[src/rtl/tracker_pkg.sv]
// Shared definitions for the beacon/GPS tracker link: symbol codes,
// mode encodings and the transmitter state enum.
package tracker_pkg;

    // Symbol codes on the 2-bit tracker link (shared with the receiver).
    localparam logic [1:0] SYM_BCN  = 2'b00;
    localparam logic [1:0] SYM_TOG  = 2'b01;
    localparam logic [1:0] SYM_GPS  = 2'b11;
    localparam logic [1:0] SYM_RSVD = 2'b10;

    // Mode encodings used on mode_req / cur_mode.
    localparam logic MODE_BCN = 1'b0;
    localparam logic MODE_GPS = 1'b1;

    // Counter widths: toggle hold covers 0..14, dwell covers 0..255.
    localparam int HOLD_W  = 4;
    localparam int DWELL_W = 8;

    // Transmitter states.
    typedef enum logic [1:0] {
        BCN    = 2'b00,
        TOG_UP = 2'b01,
        GPS    = 2'b10,
        TOG_DN = 2'b11
    } state_t;

    // Steady symbol for a mode value.
    function automatic logic [1:0] steady_sym(input logic mode);
        return (mode == MODE_GPS) ? SYM_GPS : SYM_BCN;
    endfunction

endpackage

[src/rtl/tracker_hold_counter.sv]
// Loadable down-counter with a zero flag. Load wins over decrement;
// decrement saturates at zero so the flag stays up once reached.
module tracker_hold_counter #(
    parameter int W = 4
) (
    input  logic         clk,
    input  logic         rst,
    input  logic         load,
    input  logic [W-1:0] load_val,
    input  logic         dec,
    output logic         zero
);

    logic [W-1:0] count;

    // Count register: load, else saturating decrement.
    always_ff @(posedge clk or posedge rst) begin
        if (rst) begin
            count <= '0;
        end else if (load) begin
            count <= load_val;
        end else if (dec && (count != '0)) begin
            count <= count - W'(1);
        end
    end

    assign zero = (count == '0);

endmodule

[src/rtl/tracker_symbol_tx.sv]
// Mode-switch transmitter for the tracker link. Requests arrive over a
// valid/ready handshake; a switch emits the toggle symbol for TOGGLE_LEN
// cycles, then the new steady symbol, then holds off new requests for
// MIN_DWELL cycles.
module tracker_symbol_tx
    import tracker_pkg::*;
#(
    parameter int TOGGLE_LEN = 2,
    parameter int MIN_DWELL  = 4,
    parameter int CNT_W      = 8
) (
    input  logic             clk,
    input  logic             rst,
    input  logic             mode_req_valid,
    input  logic             mode_req,
    output logic             mode_req_ready,
    output logic [1:0]       sym,
    output logic             cur_mode,
    output logic             busy,
    output logic [CNT_W-1:0] switch_count
);

    // Reject illegal configurations while elaborating.
    if (TOGGLE_LEN < 1 || TOGGLE_LEN > 15) begin : g_bad_toggle
        $fatal(1, "tracker_symbol_tx: TOGGLE_LEN must be 1..15");
    end
    if (CNT_W < 1) begin : g_bad_cnt
        $fatal(1, "tracker_symbol_tx: CNT_W must be >= 1");
    end
    if (MIN_DWELL < 0 || MIN_DWELL > 255) begin : g_bad_dwell
        $fatal(1, "tracker_symbol_tx: MIN_DWELL must be 0..255");
    end

    localparam logic [HOLD_W-1:0]  HOLD_LOAD  = HOLD_W'(TOGGLE_LEN - 1);
    localparam logic [DWELL_W-1:0] DWELL_LOAD = DWELL_W'(MIN_DWELL);

    state_t state;
    logic   in_tog;
    logic   hold_zero;
    logic   dwell_zero;
    logic   accept;
    logic   start_sw;
    logic   tog_done;

    assign in_tog = (state == TOG_UP) || (state == TOG_DN);

    // Ready depends only on registers (and rst), never on valid.
    assign mode_req_ready = !in_tog && dwell_zero && !rst;
    assign accept         = mode_req_valid && mode_req_ready;

    // A request for the mode already being signalled is taken but does nothing.
    assign start_sw = accept && (mode_req != cur_mode);
    assign tog_done = in_tog && hold_zero;

    assign busy = in_tog || !dwell_zero;

    // Toggle hold: loaded on a switch, counts down while the toggle is sent.
    tracker_hold_counter #(.W(HOLD_W)) u_hold (
        .clk      (clk),
        .rst      (rst),
        .load     (start_sw),
        .load_val (HOLD_LOAD),
        .dec      (in_tog),
        .zero     (hold_zero)
    );

    // Dwell: loaded as the steady symbol starts, counts down in steady states.
    tracker_hold_counter #(.W(DWELL_W)) u_dwell (
        .clk      (clk),
        .rst      (rst),
        .load     (tog_done),
        .load_val (DWELL_LOAD),
        .dec      (!in_tog),
        .zero     (dwell_zero)
    );

    // Mode FSM; sym, cur_mode and switch_count follow the next state.
    always_ff @(posedge clk or posedge rst) begin
        if (rst) begin
            state        <= BCN;
            sym          <= SYM_BCN;
            cur_mode     <= MODE_BCN;
            switch_count <= '0;
        end else begin
            case (state)
                BCN: begin
                    if (start_sw) begin
                        state <= TOG_UP;
                        sym   <= SYM_TOG;
                    end
                end
                TOG_UP: begin
                    if (hold_zero) begin
                        state        <= GPS;
                        sym          <= steady_sym(MODE_GPS);
                        cur_mode     <= MODE_GPS;
                        switch_count <= switch_count + CNT_W'(1);
                    end
                end
                GPS: begin
                    if (start_sw) begin
                        state <= TOG_DN;
                        sym   <= SYM_TOG;
                    end
                end
                TOG_DN: begin
                    if (hold_zero) begin
                        state        <= BCN;
                        sym          <= steady_sym(MODE_BCN);
                        cur_mode     <= MODE_BCN;
                        switch_count <= switch_count + CNT_W'(1);
                    end
                end
                default: begin
                    state    <= BCN;
                    sym      <= SYM_BCN;
                    cur_mode <= MODE_BCN;
                end
            endcase
        end
    end

endmodule

[config.mk]
export PLATFORM = sky130hd
export DESIGN_NAME = tracker_symbol_tx
export DESIGN_NICKNAME = d
export VERILOG_FILES = /design/src/rtl/tracker_pkg.sv /design/src/rtl/tracker_hold_counter.sv /design/src/rtl/tracker_symbol_tx.sv
export SDC_FILE = /design/constraint.sdc
export NUM_CORES = 1
export LEC_CHECK = 0
export CAP_MARGIN = 0
export CORE_ASPECT_RATIO = 1.25
export CORE_MARGIN = 1.5
export CORE_UTILIZATION = 58
export DETAILED_ROUTE_END_ITERATION = 10
export PLACE_DENSITY = 0.88
export SYNTH_ARGS = -nofsm -noshare
export SYNTH_HDL_FRONTEND = slang
export SYNTH_SLANG_ARGS = --single-unit
[constraint.sdc]
create_clock -name clk -period 4.9 [get_ports clk]
set_input_delay 0.49 -clock clk [delete_from_list [all_inputs] [get_ports clk]]
set_output_delay 0.49 -clock clk [all_outputs]
set_load 0.01 [all_outputs]
* Word-level counts from Yosys, hierarchy flattened *
Index checks and enable logic that the tools add are counted.

word-level totals
  bits in registers = 25
  logic and storage cells = 58
  bits of input ports = 4

cells by class
  reduce and logical (&&, ||, !) cells = 26
  multiplexer cells = 14
  $add $sub $neg = 3
  equality and inequality tests = 9

operator list
  kind                   number
  $mux W8                2
  $mux W2                5
  $add A8 B1 Y8 const B  1
  $logic_not A8 Y1       1
  $mux W4                2
  $ne A2 B2 Y1 const B   4
  $pmux W2 S4            1
  $reduce_bool A8 Y1     1
  $sub A8 B1 Y8 const B  1
  $logic_and A1 B1 Y1    7
  $pmux W2 S3            1
  $reduce_and A3 Y1      2
  $reduce_bool A2 Y1     3
  $eq A2 B2 Y1 const B   2
  $logic_not A4 Y1       1
  $reduce_and A4 Y1      1
  $reduce_bool A4 Y1     1
  $reduce_or A2 Y1       2
  $sub A4 B1 Y4 const B  1
  $logic_not A1 Y1       3
  $eq A2 B1 Y1 const B   1
  $logic_not A2 Y1       1
  $logic_or A1 B1 Y1     2
  $mux W1                2
  4 further kinds        4

* Depth between registers and ports, before layout *
  depth in word-level cells = 9
  depth in mapped cells = 7
  mapped depth without buffers = 6

* Modules after synthesis *
Synthesis repeated with hierarchy kept, for this count alone.

second synthesis, totals
  cell total of the unflattened synthesis = 151
  area total of the unflattened synthesis = 1478.9 um^2

modules (own cells, without submodules)
  module                           area an instance (um^2)  instances  cells each
  tracker_symbol_tx                721.9                    1          70
  tracker_hold_counter at u_dwell  495.5                    1          53
  tracker_hold_counter at u_hold   261.5                    1          28

* Worst setup path after synthesis *
Ideal clock, no wire load.

  kind = register to register
  start point = reg state[1]
  end point = reg sym[1]
  cell stages (with the launch flop) = 7
  clock period less this slack = 1.855 ns
  arrival time = 1.730 ns
  library setup time = 0.125 ns
  data required time = 4.775 ns
  path slack = 3.045 ns
  cells stage by stage = dfrtp_1 > inv_1 > ha_1 > nor4b_2 > nand4_2 > nand2_1 > mux2_2

on the way
  longest elaborated chain between the ends = 9

RTL lines
  element                                       line                                              source
  start: declaration                            tracker_symbol_tx.sv:37                           state_t state;
  start signal: assignment                      tracker_symbol_tx.sv:80                           state <= BCN;
  start signal: assignment                      tracker_symbol_tx.sv:88                           state <= TOG_UP;
  start signal: assignment                      tracker_symbol_tx.sv:94                           state <= GPS;
  $eq A2 B1 Y1 or $eq A2 B2 Y1 (tied branches)  tracker_symbol_tx.sv:45, tracker_symbol_tx.sv:85
  $logic_or A1 B1 Y1                            tracker_symbol_tx.sv:45                           assign in_tog = (state == TOG_UP) || (state == TOG_DN);
  $logic_not A1 Y1                              tracker_symbol_tx.sv:48                           assign mode_req_ready = !in_tog && dwell_zero && !rst;
  $logic_and A1 B1 Y1 (2 in a row)              tracker_symbol_tx.sv:48
  $logic_and A1 B1 Y1                           tracker_symbol_tx.sv:49                           assign accept = mode_req_valid && mode_req_ready;
  $logic_and A1 B1 Y1                           tracker_symbol_tx.sv:52                           assign start_sw = accept && (mode_req != cur_mode);
  $ne A2 B1 Y1 (no source line)                 -
  $reduce_and A3 Y1 (no source line)            -
  end signal: assignment                        tracker_symbol_tx.sv:95                           sym <= steady_sym(MODE_GPS);
  end signal: assignment                        tracker_symbol_tx.sv:109                          sym <= steady_sym(MODE_BCN);
  end: declaration                              tracker_symbol_tx.sv:17                           output logic [1:0] sym,

Several ways; a longest one is shown, not always the timed one.
A chain may end at the register's enable or synchronous reset.

* Worst setup path after layout *
  start point = reg u_dwell.count[0]
  end point = out mode_req_ready

on the way
  longest elaborated chain between the ends = 3

RTL lines
  element                           line                        source
  start: declaration                tracker_hold_counter.sv:14  logic [W-1:0] count;
  start signal: assignment          tracker_hold_counter.sv:21  count <= load_val;
  start signal: assignment          tracker_hold_counter.sv:23  count <= count - W'(1);
  $logic_not A8 Y1                  tracker_hold_counter.sv:27  assign zero = (count == '0);
  $logic_and A1 B1 Y1 (2 in a row)  tracker_symbol_tx.sv:48
  end: declaration                  tracker_symbol_tx.sv:16     output logic mode_req_ready,

No other way between the ends.

==> summary.md <==
| Metric | Value |
|---|---|
| Status | complete, no violations |
| Pleak | 0.717 nW |
| Hold-fix buffers at CTS | 0 |
| Pins Over Slew Limit | 0 |
| Crit path DAT | 2.32 ns |
| Worst setup EP type | output port |
| Critical path depth | 6 |
| Register area share after synthesis | 45.0% |
| Sw Ratio | roughly 44% |
| Inst Count DP | around 180 |
| Die area | 0.00270 mm^2 |
| DRC errors left | 0 |
| Cell internal pwr | 0.537 mW |
| CP max stage cell | clkdlybuf4s50_1 |
| Setup slack after layout | 2.09 ns |
| Synth area leader | dfrtp_1 |
| Wire per inst | 15.5 um |
| Starting Density | 62.2% |
| Slew headroom | 34.7% |
| Gate Count Post-Synth | 130 |
| Longest Clk Path Bufs | 2 |
| Crit-path max FO | 4 |
| Antenna Nets Post-Route | 0 |
| Crit path kind | reg2out |
| Total CTS buffers | 3 |
| Max stage delay on crit path | approximately 0.55 ns |
| Ant diodes | 0 |
| Startpoint types | flip-flop |
| Buf/Inv on CP | 2 |
| Fin cells | 180 |
| Core area | 0.00223 mm^2 |
| Most frequent cells in the layout | dfrtp_1, clkdlybuf4s50_1, nand2_1 |
| RSZ-0062 raised after global routing | false |
| Final wirelength | 2790 um |
| Post-CTS sizing | 0 |
| H-Tree Depth | 1 |
| Max_cap viols | 0 |
| TritonCTS clock tree | built |
| Avg Synthesized Cell Area | 10.7 um^2 |
| Placement Setup Slack | 2.52 ns |
| Delay-heaviest family, CP | simple AND/OR/NAND/NOR gates |
| Critical Path Sink | mode_req_ready |
| Vias in the first global route | around 1100 |
| DP Area | 0.00158 mm^2 |
| DR vias/cell | between 5 and 6 |
| I/O Buffers | 16 |
| Die Y | about 58 um |
| Combinational power share | between 50% and 60% |
| Fin area | 0.00161 mm^2 |
| Yosys warning total | 0 |
| Most common cell after layout, fill and taps aside | dfrtp_1 |
| # rows | 19 |
| Share of the synthesized area in the top cell type | 45.0% |
| Overall power | 0.961 mW |
| Routed vias | 1039 |
| Critical path required time | approximately 4.4 ns |
| Root Driver | clkbuf_4 |
| Fin crit share | 57.4% |
| Maximum VDD drop | 438 uV |
| Worst Hold Class | reg2reg |
| P per Cell Area | 597 mW/mm^2 |
| Number of antenna violations at the first check in global routing | 0 |
| Crit Reg-Reg Endpoint | switch_count[6] |
| Top cells by area, synth | dfrtp_1, ha_1, xnor2_1 |
| Share of cells above drive strength 1 | 10.7% |
| Synthesized area | 0.00139 mm^2 |
| Overflow after GRT | 0 |
| CP cell instances | inv_1, ha_1, nor3b_1, nand3_1, nor2_1, clkdlybuf4s50_1 |
| Area grow syn2layout | 15.8% |
| CTS clk-pin slew, worst paths | approximately 0.14 ns |
| Post-synth cell types | 35 |
| Die X | between 40 and 50 um |
| DRT iter0 DRCs | 20 |
| Post-DP HPWL | 2080 um |
| Clk_lat worst skew | 0.33 ns |
| Reg-to-reg critical path startpoint | state[1] |
| Switch Pwr | 0.424 mW |
| I/O pin count | 17 |
| Final setup vio count | 0 |
| Largest net degree at the start of global routing | 27 |
| Total GRT Usage | 23.9% |
| FF-to-FF path depth | 6 |
| Max Freq | 356 MHz |
| Worst slew pin tran | ~0.98 ns |
| Minimum clock period | roughly 2.8 ns |
| Clock tree sinks | 25 |
| Final nets | about 160 |
| R2R Setup Slk | around 2.9 ns |
| Post-CTS Setup Bufs | 0 |
| Clock power frac | 9.9% |
| Syn Nets | about 140 |
| GPL Wtd Cong | 0.860 |
| Seq pwr share | 39.6% |
| Hold Violations, Final | 0 |
| Worst Setup SP | u_dwell.count[0] |
| Register bit total from synthesis | 25 |
| TritonRoute pass-1 iters | 4 |
| Clock Skew | 0.00654 ns |
| Fin Setup TNS | 0 ns |
| First-pass GRT wire length | 4630 um |
==> worst min-delay path by stage <==
| stage | start | endpoint | slack, ns | depth (start not counted) |
|---|---|---|---|---|
| 2_1_floorplan | u_dwell.count[7] | u_dwell.count[7] | 0.46 | 1 |
| 3_3_place_gp | switch_count[7] | switch_count[7] | 0.46 | 1 |
| 3_5_place_dp | switch_count[7] | switch_count[7] | 0.49 | 1 |
| 4_1_cts | switch_count[7] | switch_count[7] | 0.51 | 1 |
| 5_1_grt | switch_count[7] | switch_count[7] | 0.52 | 1 |
| 6_report | switch_count[7] | switch_count[7] | 0.50 | 1 |
==> cell usage after synthesis (all sizes together) <==
library cell / instances
a21oi: 4
nand2: 12
nand3: 5
or3b: 1
xor2: 5
dfrtp: 25
nor2: 12
nor3b: 3
mux2i: 3
o21ai: 7
a21boi: 1
nor4b: 1
xnor2: 7
buf: 1
a2111oi: 1
or3: 2
nand4: 5
ha: 10
o2111ai: 1
nor3: 3
nor4: 2
mux2: 2
and3: 1
inv: 9
or4: 2
a31oi: 2
a211oi: 2
nor2b: 1
==> area by class of cell <==
type	instances	area, um^2
tap	31	38.8
clock buffer	4	26.3
fill	167	624
inverter	9	33.8
timing repair buffer	16	160
sequential	25	626
multi-input combinational	95	726
==> per-layer routing <==
metal | part of all wire [%] | global-route usage (%)
met1 | 41 | 25.9
met2 | 54 | 43.1
met3 | 3.0 | 3.43
met4 | 2.1 | 11.5
met5 | 0 | 0
==> per-stage QoR <==
step                hold slack (ns)  utilization [%]
finish                        0.497             72.1
global route                  0.518             72.1
CTS                           0.508             72.1
detailed placement            0.486             70.9
global placement              0.460             70.9
floorplan                     0.460                -
==> cell families (layout without fill, tap and decap cells) <==
family	after synthesis	after routing	share of synthesized area, %
XOR/XNOR	12	12	7.56
adder cells (fa/ha/maj)	10	10	9.00
flip-flops	25	25	45.0
buffers and inverters	10	29	2.79
multiplexers	5	5	3.78
AO/OA/AOI/OAI	18	18	9.27
AND/OR/NAND/NOR	50	50	22.6
==> state kept, by name, summed over array words and instances, names as in the netlist <==
name / flops
switch_count: 8
cur_mode: 1
u_hold.count: 4
sym: 2
u_dwell.count: 8
state: 2
==> power by group through the flow <==
| stage | combinational (mW) | sequential [mW] | clock, mW |
|---|---|---|---|
| floorplan | 0.351 | 0.371 | 0 |
| global placement | 0.450 | 0.376 | 0 |
| detailed placement | 0.480 | 0.384 | 0 |
| CTS | 0.486 | 0.379 | 0.0945 |
| global route | 0.537 | 0.391 | 0.103 |
| finish | 0.485 | 0.381 | 0.0949 |
(Power assumes the default switching activity.)
